**config.mk**
```make
export PLATFORM = sky130hd
export DESIGN_NAME = truth_table_sweeper
export DESIGN_NICKNAME = d
export VERILOG_FILES = /design/src/rtl/truth_table_sweeper.sv
export SDC_FILE = /design/constraint.sdc
export NUM_CORES = 1
export LEC_CHECK = 0
export ABC_AREA = 1
export CORE_UTILIZATION = 30
export DETAILED_ROUTE_END_ITERATION = 8
export GPL_TIMING_DRIVEN = 0
export PLACE_DENSITY_LB_ADDON = 0.12
export SLEW_MARGIN = 20
export SYNTH_ARGS = -nofsm -noshare
export SYNTH_HDL_FRONTEND = slang
export SYNTH_SLANG_ARGS = --single-unit
```
**constraint.sdc**
```tcl
create_clock -name clk -period 1.4 [get_ports clk]
set_input_delay 0.42 -clock clk [delete_from_list [all_inputs] [get_ports clk]]
set_output_delay 0.42 -clock clk [all_outputs]
set_load 0.03 [all_outputs]
```
**src/rtl/truth_table_sweeper.sv**
```systemverilog
// Exhaustive truth-table tester: walks x through 0..2**N-1, lets the DUT settle
// for HOLD cycles per vector, compares f_in against the golden table and tallies errors.
module truth_table_sweeper #(
  parameter int N = 3,
  parameter int HOLD = 2,
  parameter logic [(1<<N)-1:0] EXPECTED = 8'hE8
) (
  input  logic         clk,
  input  logic         rst,
  input  logic         start,
  input  logic         f_in,
  output logic [N-1:0] x,
  output logic         sample,
  output logic         busy,
  output logic         done,
  output logic         pass,
  output logic [N:0]   err_count,
  output logic [N-1:0] first_err_vec,
  output logic [1:0]   dbg_state
);

  localparam int CW = (HOLD > 1) ? $clog2(HOLD) : 1;
  localparam logic [CW-1:0] HOLD_RELOAD = CW'(HOLD - 1);
  localparam logic [N-1:0]  X_LAST = '1;

  typedef enum logic [1:0] {
    IDLE   = 2'd0,
    SETTLE = 2'd1,
    CHECK  = 2'd2,
    DONE   = 2'd3
  } state_t;

  state_t        r_state;
  logic [N-1:0]  r_x;
  logic [CW-1:0] r_cnt;
  logic [N:0]    r_err;
  logic [N-1:0]  r_first;
  logic          w_mismatch;

  assign w_mismatch = (f_in != EXPECTED[r_x]);

  // start is a level request, only looked at in IDLE or DONE; it has no
  // handshake back, so holding it high during a sweep has no effect until DONE.
  always_ff @(posedge clk) begin
    if (rst) begin
      r_state <= IDLE;
      r_x     <= '0;
      r_cnt   <= '0;
      r_err   <= '0;
      r_first <= '0;
    end else begin
      case (r_state)
        IDLE, DONE: begin
          if (start) begin
            r_x     <= '0;
            r_cnt   <= HOLD_RELOAD;
            r_err   <= '0;
            r_first <= '0;
            r_state <= SETTLE;
          end
        end
        SETTLE: begin
          if (r_cnt == '0) begin
            r_state <= CHECK;
          end else begin
            r_cnt <= r_cnt - CW'(1);
          end
        end
        CHECK: begin
          if (w_mismatch) begin
            r_err <= r_err + (N+1)'(1);
            if (r_err == '0) begin
              r_first <= r_x;
            end
          end
          // x stops at the last vector so it stays visible in DONE
          if (r_x == X_LAST) begin
            r_state <= DONE;
          end else begin
            r_x     <= r_x + N'(1);
            r_cnt   <= HOLD_RELOAD;
            r_state <= SETTLE;
          end
        end
        default: r_state <= IDLE;
      endcase
    end
  end

  assign x             = r_x;
  assign sample        = (r_state == CHECK);
  assign busy          = (r_state == SETTLE) || (r_state == CHECK);
  assign done          = (r_state == DONE);
  assign pass          = (r_state == DONE) && (r_err == '0);
  assign err_count     = r_err;
  assign first_err_vec = r_first;
  assign dbg_state     = r_state;

endmodule

```
# Word level (Yosys, flattened, before mapping)
# Memory sizes are Yosys's and may differ from the RTL's. A register that Yosys moved wholly into a read port is not among the register bits.
# Cells that the tools add are included.
[word_totals]
regBits = 13
rom_bits = 8
input_bits = 4
output_inout_bits = 16
word_cells = 51
memories = 1
[classes]
add_sub_neg = 3
magnitude_cmp = 1
eq_ne = 10
muxes = 20
n_reduce_logical = 11
[memory_table]
columns = ["name", "depth", "word_bits", "read_ports", "rd_ports_with_merged_regs", "wr", "line_no", "source"]
rows = [
  ["(no name shown)", 8, 1, 1, 1, 0, "40", "assign w_mismatch = (f_in != EXPECTED[r_x]);"],
]
[op_table]
columns = ["operator", "count"]
rows = [
  ["$mux 3", 6],
  ["$pmux 3 s2", 2],
  ["$mux 4", 2],
  ["$pmux 4 s2", 1],
  ["$mux 2", 3],
  ["$ne 2x2->1 const B", 3],
  ["$pmux 2 s3", 1],
  ["$reduce_and 3->1", 2],
  ["$add 4x1->4 const B", 1],
  ["$eq 2x2->1 const B", 2],
  ["$logic_not 4->1", 1],
  ["$lt 3x4->1 const B", 1],
  ["$mux 1", 4],
  ["$ne 2x1->1 const B", 2],
  ["$reduce_and 2->1", 2],
  ["$reduce_and 4->1", 1],
  ["$add 3x1->3 const B", 1],
  ["$eq 3x3->1 const B", 1],
  ["$pmux 1 s3", 1],
  ["$eq 2x1->1 const B", 1],
  ["$logic_not 2->1", 1],
  ["$reduce_bool 2->1", 1],
  ["$reduce_or 2->1", 1],
  ["$logic_and 1x1->1", 1],
  ["other kinds (3)", 3],
]

# Depth between registers and ports, before layout
# Gate-level depths: netlist (run 1).
[depth]
word_depth = 6
mapped_depth = 11
depth_no_buf = 11

# Least setup slack after synthesis (run 1)
# OpenSTA, ideal clock, no wires.
[synth_timing]
kind = "register -> output"
start = "register r_state[1], in the netlist dbg_state[1]"
end = "output pass"
arrival_ns = 1.453
t_required_ns = 0.980
path_slack_ns = -0.473
stages_incl_launch_ff = 4
n_path_buf = 0
cell_sequence = "dfxtp_1 -> ha_1 -> inv_1 -> nor2_1"
[synth_via]
elab_chain_len = 2
[synth_rtl]
columns = ["item", "line_no", "source"]
rows = [
  ["start, declared", "33", "state_t r_state;"],
  ["start signal, assigned", "46", "r_state <= IDLE;"],
  ["start signal, assigned", "59", "r_state <= SETTLE;"],
  ["start signal, assigned", "64", "r_state <= CHECK;"],
  ["$eq 2x2->1", "n/a", ""],
  ["via done", "15", "output logic done,"],
  ["$logic_and 1x1->1", "94", "assign pass = (r_state == DONE) && (r_err == '0);"],
  ["end, declared", "16", "output logic pass,"],
]
# The timed path passes the listed nets, and every way through them passes these cells.

# Final worst setup path (run 1)
[layout_timing]
start = "register r_err[0], in the netlist err_count[0]"
end = "output pass"
[layout_via]
elab_chain_len = 2
[layout_rtl]
columns = ["item", "line_no", "source"]
rows = [
  ["start, declared", "36", "logic [N:0] r_err;"],
  ["start signal, assigned", "71", "r_err <= r_err + (N+1)'(1);"],
  ["$logic_not 4->1", "94", ""],
  ["$logic_and 1x1->1", "94", ""],
]
# Every way passes these cells.

==> results of run 1 <==
## worst paths after layout
path | to | depth (start not counted) | from | slack [ps]
max | pass | 5 | err_count[0]$_SDFFE_PP0P_ | -170
min | dbg_state[1]$_SDFFE_PP0P_ | 2 | rst | 410
max reg2reg | err_count[3]$_SDFFE_PP0P_ | 12 | dbg_state[0]$_SDFFE_PP0P_ | -140
min reg2reg | r_cnt$_SDFFE_PP0P_ | 2 | r_cnt$_SDFFE_PP0P_ | 490
## through the flow
stage	cells	util [%]	setup WS [ps]	hold WS, ps
2_1_floorplan	124	-	-30.9	444
3_3_place_gp	172	42.9	-516	463
3_5_place_dp	172	42.9	-499	474
4_1_cts	189	49.7	-164	410
5_1_grt	196	53.2	-233	431
6_report	196	53.2	-165	409
## what timing repair did
item | CTS | global route
buffers inserted | 12 | 7
pin swaps | 6 | 13
gates cloned | 1 | 0
hold buffers | 0 | 0
setup endpoints to repair | 24 | 17
resized for setup | 84 | 19
hold endpoints to repair | 0 | 0
## routing by layer
metal  part of all wire (%)  up-vias  track usage, %
met3                    3.5        2            5.00
met2                     52       14            28.9
met4                   0.60        0            3.85
met5                      0        -               0
met1                     44      405            20.1
li1                       -      475               -
## cell type report
| class | instances | area (um2) |
|---|---|---|
| buffer | 2 | 12.5 |
| clock buffer | 4 | 26.3 |
| fill | 271 | 1190 |
| inverter | 24 | 100 |
| multi-input combinational | 84 | 551 |
| sequential | 14 | 295 |
| tap | 30 | 37.5 |
| timing repair buffer | 37 | 327 |
| timing repair inverter | 1 | 6.26 |
## cell usage in the layout, fill, tap and decap left out, types with 3 or more instances in the layout
cell and n:
a21oi_1 5, buf_2 6, buf_4 16, buf_6 7, clkbuf_4 3, clkdlybuf4s15_2 5
dfxtp_1 8, dfxtp_2 3, dfxtp_4 3, ha_1 3, inv_1 16, inv_2 5
inv_4 3, nand2_1 30, nand2_2 9, nand2_4 3, nand3_1 6, nand3_2 3
nand4_1 5, nor2_1 6
## state kept, by name, indices dropped and copies added, names as in the netlist, named ones only
register	flops
r_cnt	1
x	3
dbg_state	2
first_err_vec	3
err_count	4
## report_power, final
group	total, mW	internal [mW]	switching (mW)	leakage (nW)
Clock	0.242	0.111	0.132	0.0150
Sequential	0.460	0.434	0.0256	0.118
Combinational	0.654	0.301	0.353	0.530
Total	1.36	0.846	0.511	0.663
## cell families after synthesis
| family | count (synthesis) |
|---|---|
| adder cells (fa/ha/maj) | 7 |
| AND/OR/NAND/NOR | 67 |
| buffers and inverters | 26 |
| AO/OA/AOI/OAI | 10 |
| flip-flops | 14 |
==> results by group, run 1 <==
Layout
  – Number of nets in the finished design: 178
  – Share of post-route cells with drive strength above 1: a little under half
  – Fin area: 1360 um2
  – Ant diodes: 0
  – Area growth from synthesis to final layout: 62.1%

Clock network
  – Clock H-tree levels: 1
  – Clk_lat worst skew: roughly 280 ps
  – Cell at the root of the clock tree: clkbuf_4
  – Clock tree from TritonCTS: built
  – Max Root-Sink Buffers: 2
  – Clock Pin Slew Worst Setup and Hold Paths: roughly 90 ps
  – Number of clock sinks: 14
  – Number of buffers created by CTS: 3

Setup path
  – Chain of cells forming the critical path: inv_2 > ha_4 > nand3_4 > nor2_4 > buf_6
  – Critical Path End Type: primary output
  – Worst path arrival time: around 1200 ps
  – Crit Path Category: register to primary output
  – Kind of start point of the critical path: register
  – Maximum fanout encountered on the critical timing path: 3
  – Slowest cell on the critical path: dfxtp_2
  – Kind of cell adding the most delay to the critical path: flip-flops
  – Required time of the worst setup path: approximately 980 ps
  – Stage delay of the slowest cell on the critical path: between 300 and 400 ps
  – Crit path buf inv count: 2

Place
  – Number of buffers added on ports: 18
  – Total placed instance area: 1090 um2
  – Gpl congestion: roughly 0.74
  – DP Wirelength: ~1.3 mm

Timing
  – RSZ-0062 raised after global routing: true
  – Post-layout min period: between 1500 and 2000 ps
  – Max Fclk: ~0.64 GHz
  – Share of the clock period used by the worst path after layout: 112%
  – Worst slew pin tran: around 310 ps
  – Max-slew violation total from the final report: 0
  – Setup-violating endpoint count in the final report: 14
  – Post-route worst setup slack: -165 ps
  – Number of failing hold endpoints at the final stage: 0
  – Remaining max-slew budget at the tightest pin: 79.5%
  – Final total negative setup slack: -1340 ps
  – Fin Clk Skew: 7.12 ps

Synth
  – Combinational family with the most area after synthesis: simple AND/OR/NAND/NOR gates
  – Share of async-settable or async-resettable flops after synthesis: 0%
  – Adder-cell share of the synthesized area: a little over a tenth
  – Count of synthesis-stage warnings from yosys: 0
  – Primary flip-flop cell chosen by synthesis mapping: dfxtp_1
  – List of most frequent post-synthesis cells: 38 x nand2_1, 21 x inv_1, 14 x dfxtp_1, 11 x nand3_1
  – Post-synth net total: 135
  – Number of flops mapped to enable cells by yosys: 0
  – Seq/Total Area, Yosys: between 30% and 40%
  – Library cell with the highest instance count after synthesis: nand2_1
  – Area share of and/or/nand/nor cells after synthesis: 36.4%
  – Cell taking the most area after synthesis: dfxtp_1
  – Register bit count reported by yosys: 14
  – XOR/XNOR share of the synthesized area: 0%
  – Mux cell area share after synthesis: 0%
  – Synth area leaders: dfxtp_1 34%, nand2_1 17%, ha_1 10%, inv_1 9.4%, nand3_1 6.6%
  – Average footprint of a synthesized cell: ~6.7 um2
  – Synth Cell Area: 836 um2
  – Compound-gate portion of the synthesized area: approximately 6.7%
  – Fraction of synthesized cell area taken by the top area cell type: about a third
  – Cells after Synth: 124
  – Number of distinct library cells after synthesis: 20

Floorplanning
  – Count of pins on the block boundary: 20
  – Total die area: 3000 um2
  – Placeable Area: roughly 2500 um2
  – Die width: around 55 um
  – Y dimension of the die: approximately 55 um
  – Starting density of the core: between 30 and 40%
  – Core Rows: 18

Run status
  – Status: finished, violations left
  – Failing checks: negative setup slack

Drt
  – DRC violation total after the first TritonRoute iteration: 11
  – Detailed-route wire length: between 2 and 2.5 mm
  – Vias per cell: 4.57
  – Post-route DRC violation count: 0
  – Antenna-violating nets left: 0
  – Post-DR wirelength/cell: about 11 um
  – Pre-Repair DR Iteration Count: 4
  – Total via count after detailed routing: ~900

Global route
  – Pin count of the biggest net entering global routing: 11
  – Final global-route overflow total: 0
  – Number of global-route vias before repair: between 700 and 800
  – Combined global-route utilization of all metal layers: between 15 and 20%
  – First-pass GRT wire length: about 3.5 mm
  – Initial antenna violation count: 0

Pwr
  – Ratio of total power to cell area: 1000 nW/um2
  – Post-route total power: 1.36 mW
  – Static leakage: 0.663 nW
  – Max rail drop VDD: ~0.84 mV

Min path
  – Class of the tightest hold or removal check: input port to register

Job
  – Max-Cap Viols: 0
Power figures use the tool's default switching activity.
==> inputs of run 2 (changes only) <==
Settings changed: CORE_MARGIN set to 1.5.
==> run 2 against run 1 <==
Net effect: the flow still finishes with violations (negative setup slack); critical path depth down 1; sequential share of layout area up 0.66 points; power up 0.68%; sequential cell count unchanged; via count down 2.8%; sequential power about the same; utilization down 2.0 points; largest cell class unchanged.
==> results by group, run 2 (synthesized netlist as in run 1, its figures left out) <==
Setup path
  – Kind of cell adding the most delay to the critical path: flip-flops
  – Cell repeated most along the worst path: inv_4
  – Critical Path End Type: primary output
  – Crit Path Category: register to primary output
  – Required time of the worst setup path: 980 ps (about the same)
  – Kind of start point of the critical path: register
  – Worst path arrival time: 1140 ps (about the same)
  – Chain of cells forming the critical path: inv_4 > ha_4 > inv_4 > buf_6
  – Stage delay of the slowest cell on the critical path: 380 ps (+50 ps)
  – Crit path buf inv count: 3 (+1)
  – Logic depth of the worst path, buffers included: 4 (-1)
  – Cells on worst reg2reg path: 12 (unchanged)
  – Maximum fanout encountered on the critical timing path: 4 (+1)
  – Slowest cell on the critical path: dfxtp_4

Floorplanning
  – Starting density of the core: 32.6% (-0.29 points)
  – Placeable Area: 2570 um2 (+0.88%)
  – Y dimension of the die: 55.8 um (+1.8%)
  – Core Rows: 18 (unchanged)
  – Count of pins on the block boundary: 20 (unchanged)
  – Total die area: 3110 um2 (+3.7%)
  – Die width: 55.8 um (+1.8%)

Timing
  – RSZ-0062 raised after global routing: true
  – Number of failing hold endpoints at the final stage: 0 (unchanged)
  – Share of the clock period used by the worst path after layout: 112% (about the same)
  – Post-route worst setup slack: -164 ps (+1.21 ps)
  – Post-layout min period: 1560 ps (-1.21 ps)
  – Max-slew violation total from the final report: 0 (unchanged)
  – Hold Slack: 426 ps (+17.5 ps)
  – Remaining max-slew budget at the tightest pin: 82.2% (+2.7 points)
  – Fin Clk Skew: 6.33 ps (-0.796 ps)
  – Max Fclk: 0.639 GHz (about the same)
  – Worst slew pin tran: 266 ps (-39.1 ps)
  – Setup-violating endpoint count in the final report: 13 (-1)

Drt
  – Antenna-violating nets left: 0 (unchanged)
  – Detailed-route wire length: 2.12 mm (-1.5%)
  – Vias per cell: 4.58 (+0.28%)
  – Post-route DRC violation count: 0 (unchanged)
  – DRC violation total after the first TritonRoute iteration: 23 (+12)
  – Post-DR wirelength/cell: 11.2 um (+1.6%)
  – Pre-Repair DR Iteration Count: 7 (+3)
  – Total via count after detailed routing: 871 (-2.8%)

Layout
  – Most common cell after layout, fill and taps aside: nand2_1
  – Area growth from synthesis to final layout: 57.3%
  – Number of nets in the finished design: 172 (-3.4%)
  – Final core utilization: 51.2% (-2.0 points)
  – Filler Cell Count: 263 (-3.0%)
  – Share of post-route cells with drive strength above 1: 44.4% (-2.6 points)
  – Non-filler instance count after layout: 190 (-3.1%)
  – Ant diodes: 0 (unchanged)
  – Number of flip-flops in the largest register: 4 (unchanged)
  – Most used cells in the layout excluding fill and tap cells: 33 x nand2_1, 18 x inv_1, 12 x buf_4

Pwr
  – Ratio of total power to cell area: 1040 nW/um2 (+3.7%)
  – Static leakage: 0.642 nW (-3.1%)
  – Max rail drop VDD: 0.559 mV (-33%)
  – Post-route total power: 1.37 mW (+0.68%)

Clock network
  – Number of buffers created by CTS: 3 (unchanged)
  – Number of clock sinks: 14 (unchanged)
  – Cell at the root of the clock tree: clkbuf_4
  – Clock tree from TritonCTS: built
  – Clock Pin Slew Worst Setup and Hold Paths: 90 ps (about the same)
  – Clock H-tree levels: 1 (unchanged)
  – Max Root-Sink Buffers: 2 (unchanged)
  – Clk_lat worst skew: 290 ps (about the same)

Global route
  – Combined global-route utilization of all metal layers: 14.0% (-2.8 points)
  – Pin count of the biggest net entering global routing: 11 (unchanged)
  – Final global-route overflow total: 0 (unchanged)
  – Number of global-route vias before repair: 773 (-1.9%)
  – Initial antenna violation count: 0 (unchanged)
  – First-pass GRT wire length: 3.42 mm (-2.8%)

Place
  – Number of buffers added on ports: 18 (unchanged)
  – Gpl congestion: 0.849 (+14%)
  – DP Wirelength: 1.32 mm (-0.76%)
  – Number of cells after detailed placement: 172 (unchanged)

Min path
  – Class of the tightest hold or removal check: input port to register
  – Hold-critical path depth: 2 (unchanged)

Run status
  – Failing checks: negative setup slack
  – Status: finished, violations left

Job
  – Max-Cap Viols: 0 (unchanged)
-- run 2: area by class of cell --
| class | count | area [um2] | share of cell area, % |
|---|---|---|---|
| inverter | 24 | 105 | 7.99 |
| tap | 30 | 37.5 | 2.85 |
| timing repair inverter | 1 | 11.3 | 0.856 |
| clock buffer | 4 | 26.3 | 2.00 |
| multi-input combinational | 84 | 576 | 43.8 |
| timing repair buffer | 31 | 251 | 19.1 |
| sequential | 14 | 295 | 22.5 |
| buffer | 2 | 12.5 | 0.951 |
-- run 2: final timing paths --
check	startpoint	to	slack, ps
hold / removal	rst	dbg_state[0]$_SDFFE_PP0P_	430
setup reg to reg	dbg_state[0]$_SDFFE_PP0P_	first_err_vec[1]$_SDFFE_PP0P_	-140
setup / recovery	dbg_state[0]$_SDFFE_PP0P_	busy	-160
hold reg to reg	err_count[1]$_SDFFE_PP0P_	err_count[1]$_SDFFE_PP0P_	500
-- run 2: stage by stage --
| step | cell area (um2) | setup TNS [ps] | setup slack [ps] |
|---|---|---|---|
| global placement | 1090 | -4580 | -524 |
| detailed placement | 1090 | -4580 | -511 |
| finish | 1320 | -1290 | -164 |
| global route | 1320 | -2370 | -237 |
| floorplan | 875 | -182 | -30.9 |
| CTS | 1250 | -1410 | -171 |
-- run 2: what timing repair did --
| action | CTS | global route |
|---|---|---|
| pin swaps | 6 | 11 |
| gates resized for setup | 88 | 30 |
| hold buffers | 0 | 0 |
| setup endpoints to repair | 24 | 21 |
| gates cloned | 1 | 0 |
| buffers inserted | 8 | 5 |
-- run 2: metal layers --
| layer | GRT usage, % | up-vias | share of wire, % |
|---|---|---|---|
| met1 | 17.5 | 383 | 47 |
| met4 | 4.88 | 0 | 1.3 |
| li1 | - | 462 | - |
| met3 | 5.35 | 4 | 4.4 |
| met5 | 0 | - | 0 |
| met2 | 21.9 | 22 | 48 |
-- run 2: power by group --
part	internal, mW	switching, mW
logic	0.283	0.372
clock network	0.111	0.138
registers	0.434	0.0278
==> inputs of run 3 (changes only) <==
Settings changed: DONT_BUFFER_PORTS set to 1.
==> run 3 against run 2 <==
Net effect: the flow still finishes with violations (negative setup slack); sequential cell count stayed put; utilization is 5.8 points lower; critical endpoint is now pass; via count is 9.1% lower; worst setup slack worse by 63 ps; non-clock buffer count is 25 lower; hold slack worse by 26 ps; critical path type unchanged; critical path depth stayed put; sequential share of layout area is 3.7 points higher; register-to-register slack worse by 60 ps.
==> results by group, run 3 (synthesized netlist as in run 1, its figures left out) <==
Timing
  – Setup-violating endpoint count in the final report: 13 (unchanged)
  – Max Fclk: 0.615 GHz (-3.9%)
  – Max-slew violation total from the final report: 0 (unchanged)
  – Worst slew pin tran: 354 ps (+87.5 ps)
  – Post-layout min period: 1630 ps (+62.8 ps)
  – Fin Clk Skew: 3.76 ps (-2.56 ps)
  – RSZ-0062 raised after global routing: true
  – Remaining max-slew budget at the tightest pin: 76.4% (-5.8 points)
  – Share of the clock period used by the worst path after layout: 116% (+4.5 points)
  – Post-route worst setup slack: -227 ps (-62.8 ps)
  – Number of failing hold endpoints at the final stage: 0 (unchanged)

Place
  – Number of buffers added on ports: 0 (-18)
  – DP Wirelength: 1.35 mm (+2.7%)
  – Gpl congestion: 0.790 (-6.9%)
  – Total placed instance area: 912 um2 (-16%)

Layout
  – Ant diodes: 0 (unchanged)
  – Most common cell after layout, fill and taps aside: nand2_1
  – Fin area: 1170 um2 (-11%)
  – Number of nets in the finished design: 147 (-15%)
  – Share of post-route cells with drive strength above 1: 41.5% (-2.9 points)
  – Area growth from synthesis to final layout: 39.5%
  – Most used cells in the layout excluding fill and tap cells: 34 x nand2_1, 14 x inv_1, 7 x inv_2
  – Number of flip-flops in the largest register: 4 (unchanged)
  – Final core utilization: 45.4% (-5.8 points)
  – Filler Cell Count: 280 (+6.5%)

Clock network
  – Number of clock sinks: 14 (unchanged)
  – Cell at the root of the clock tree: clkbuf_4
  – Clock H-tree levels: 1 (unchanged)
  – Clock tree from TritonCTS: built
  – Number of buffers created by CTS: 3 (unchanged)
  – Clock Pin Slew Worst Setup and Hold Paths: 90 ps (about the same)
  – Clk_lat worst skew: 290 ps (about the same)
  – Max Root-Sink Buffers: 2 (unchanged)

Pwr
  – Static leakage: 0.525 nW (-18%)
  – Post-route total power: 1.31 mW (-3.7%)
  – Max rail drop VDD: 0.696 mV (+25%)
  – Ratio of total power to cell area: 1130 nW/um2 (+8.6%)

Floorplanning
  – Count of pins on the block boundary: 20 (unchanged)
  – Total die area: 3110 um2 (unchanged)
  – Y dimension of the die: 55.8 um (unchanged)
  – Core Rows: 18 (unchanged)
  – Die width: 55.8 um (unchanged)
  – Placeable Area: 2570 um2 (unchanged)
  – Starting density of the core: 32.6% (unchanged)

Setup path
  – Critical Path End Type: primary output
  – Crit Path Category: register to primary output
  – Required time of the worst setup path: 980 ps (about the same)
  – Maximum fanout encountered on the critical timing path: 4 (unchanged)
  – Crit path buf inv count: 1 (-2)
  – Chain of cells forming the critical path: inv_2 > ha_4 > nand3_4 > nor2_4
  – Kind of cell adding the most delay to the critical path: flip-flops
  – Stage delay of the slowest cell on the critical path: 400 ps (+20 ps)
  – Slowest cell on the critical path: dfxtp_4
  – Worst path arrival time: 1210 ps (+70 ps)
  – Kind of start point of the critical path: register

Global route
  – Combined global-route utilization of all metal layers: 13.3% (-0.71 points)
  – Number of global-route vias before repair: 751 (-2.8%)
  – First-pass GRT wire length: 3.30 mm (-3.6%)
  – Final global-route overflow total: 0 (unchanged)
  – Pin count of the biggest net entering global routing: 11 (unchanged)
  – Initial antenna violation count: 0 (unchanged)

Drt
  – Pre-Repair DR Iteration Count: 4 (-3)
  – Post-DR wirelength/cell: 12.2 um (+9.5%)
  – Total via count after detailed routing: 792 (-9.1%)
  – DRC violation total after the first TritonRoute iteration: 16 (-30%)
  – Vias per cell: 4.80 (+4.7%)
  – Detailed-route wire length: 2.02 mm (-4.9%)
  – Antenna-violating nets left: 0 (unchanged)
  – Post-route DRC violation count: 0 (unchanged)

Job
  – Max-Cap Viols: 0 (unchanged)

Run status
  – Status: finished, violations left
  – Failing checks: negative setup slack

Min path
  – Class of the tightest hold or removal check: input port to register
==> run 3: final cells by class <==
class	count	area, um2	area share (%)
repair inverters	1	8.76	0.751
flip-flops and latches	14	305	26.2
plain buffers	2	12.5	1.07
multi-input cells	84	602	51.6
inverters	24	108	9.23
repair buffers	6	56.3	4.83
well taps	30	37.5	3.22
clock buffers	4	36.3	3.11
==> run 3: per-layer routing <==
layer	up-vias	GRT usage (%)	wire [um]
met5	-	0	0
met4	0	2.09	23
met3	4	6.28	129
met2	18	23.8	1030
met1	358	14.4	833
li1	412	-	-
==> run 3: metrics by stage <==
step | hold slack (ps) | setup slack, ps | instances | setup TNS (ps)
after floorplan | 444 | -30.9 | 124 | -182
after global placement | 465 | -154 | 154 | -1160
after detailed placement | 475 | -150 | 154 | -1210
after CTS | 410 | -237 | 162 | -1810
after global routing | 397 | -293 | 165 | -2750
final | 400 | -227 | 165 | -1860
==> run 3: report_power, final <==
group	switching [mW]	total, mW	internal [mW]
logic	0.287	0.485	0.197
registers	0.0966	0.529	0.432
clock network	0.143	0.301	0.159
==> run 3: final timing paths <==
path | start | to | slack (ps) | cells past startpoint
min reg2reg | r_cnt$_SDFFE_PP0P_ | r_cnt$_SDFFE_PP0P_ | 520 | 2
min | rst | err_count[1]$_SDFFE_PP0P_ | 400 | 2
max | err_count[1]$_SDFFE_PP0P_ | pass | -230 | 4
max reg2reg | dbg_state[0]$_SDFFE_PP0P_ | first_err_vec[1]$_SDFFE_PP0P_ | -200 | 10
==> run 3: what timing repair did <==
item,CTS,global route
gates resized for setup,22,26
pin swaps,3,8
setup buffers,3,3
endpoints found under the setup margin,14,18
hold buffers,0,0
cloned,1,0
==> run 3: worst reg2reg max path: cells and delay by family, from the launching register on <==
| family | cells | cell delay (ps) |
|---|---|---|
| simple gates | 6 | 500 |
| fa+ha+maj | 1 | 330 |
| flops | 1 | 450 |
| buf+inv | 3 | 210 |
==> edit, RTL diff (settings of run 3) <==
Set the parameter `HOLD` to 4 (it was 2).
--- a/src/rtl/truth_table_sweeper.sv
+++ b/src/rtl/truth_table_sweeper.sv
@@ -4,3 +4,3 @@
   parameter int N = 3,
-  parameter int HOLD = 2,
+  parameter int HOLD = 4,
   parameter logic [(1<<N)-1:0] EXPECTED = 8'hE8
Formal check against the unedited RTL: not equivalent (Yosys sat finds a counterexample within 4 cycles, from zero or initial values and one cycle with rst high).
==> edit against run 3 <==
- the run still ends with setup timing left
- core utilization decreased by 5.0 points
- cell area increased by 4.2%
- area after synthesis increased by 12%
- worst setup slack got worse by 0.018 ns
- routed wire length increased by 0.99%
- first-iteration DRC count increased by 130%
- sequential cell count increased by 1
- largest cell class unchanged
Power is not compared: it rests on default switching activity, and its combinational part moved more than twofold at a synthesized area within 25%.
==> edit: results (changes against run 3) <==
run status=finished with violations (unchanged); failing checks=setup timing (unchanged); CP max stage delay=0.46 ns (was 0.40 ns); critical-path maximum fanout=5 (was 4); average via count per standard cell=4.65 (was 4.80); gpl congestion=0.700 (was 0.790); leading cell types by count after synthesis=35 x nand2_1, 23 x inv_1, 15 x dfxtp_1 (was 38 x nand2_1, 21 x inv_1, 14 x dfxtp_1); DPL Wire Length=1.49 mm (was 1.35 mm); Placement Setup Slack=-0.177 ns (was -0.150 ns); met3 WL=85 um (was 129 um); Post-Place Cell Area=1030 um2 (was 912 um2); vias in the first global route=817 (was 751); first-pass GRT wire length=3.43 mm (was 3.30 mm); Final WS setup=-0.245 ns (was -0.227 ns); GRT Total Usage=13.2% (was 13.3%); drt initial violations=37 (was 16); Layout Nets=156 (was 147); endpoints failing setup=14 (was 13); setup total negative slack=-1.53 ns (was -1.86 ns); met1 global-route usage=12.2% (was 14.4%); Yosys cell types=22 (was 20); pin count of the biggest net entering global routing=9 (was 11); sequential share of the synthesized area=32.1% (was 33.5%); share of layout cells above drive strength 1=35.9% (was 41.5%); top area cells in the synthesized netlist=dfxtp_1 32%, nand2_1 14%, ha_1 12% (was dfxtp_1 34%, nand2_1 17%, ha_1 10%); Cell Count, Final, Fillers Out=175 (was 165); Post-Syn Nets=143 (was 135); DR WL/cell=11.6 um (was 12.2 um); adder-cell share of the synthesized area=12.0% (was 10.5%); DR WL met2=1.14 mm (was 1.03 mm); worst-margin pin slew=0.402 ns (was 0.354 ns); Compound-Gate Fraction of Synth Area=9.77% (was 6.74%)
==> edit: cell count changes in the layout (fill, tap and decap cells not counted), sizes merged <==
cell    change
dfxtp       +1
nand2       -4
o21ai       +2
nand3       -4
ha          +2
clkbuf      -1
a21oi       +2
bufbuf      +1
inv         +3
and2        -1
nor3        +1
buf         +2
nor2        +3
==> edit: final cells by class <==
type	instances	area, um2
plain buffers	2	20.0
clock buffers	4	26.3
fillers	316	1790
inverters	28	118
multi-input cells	85	598
flip-flops and latches	15	323
well taps	33	41.3
repair buffers	8	88.8
==> edit: worst paths after layout <==
kind                      from      endpoint  slack [ns]  cells after the start
setup / recovery  dbg_state[1]          pass       -0.25                      3
hold reg to reg       r_cnt[1]      r_cnt[1]        0.47                      2
setup reg to reg  dbg_state[0]  err_count[1]       -0.13                      8
hold / removal             rst          x[0]        0.42                      2
==> edit: what timing repair did <==
action	in CTS	in global routing
pin swaps	6	3
endpoints found under the setup margin	16	18
hold buffers	0	0
resized for setup	17	6
setup buffers	7	0
cloned	1	0
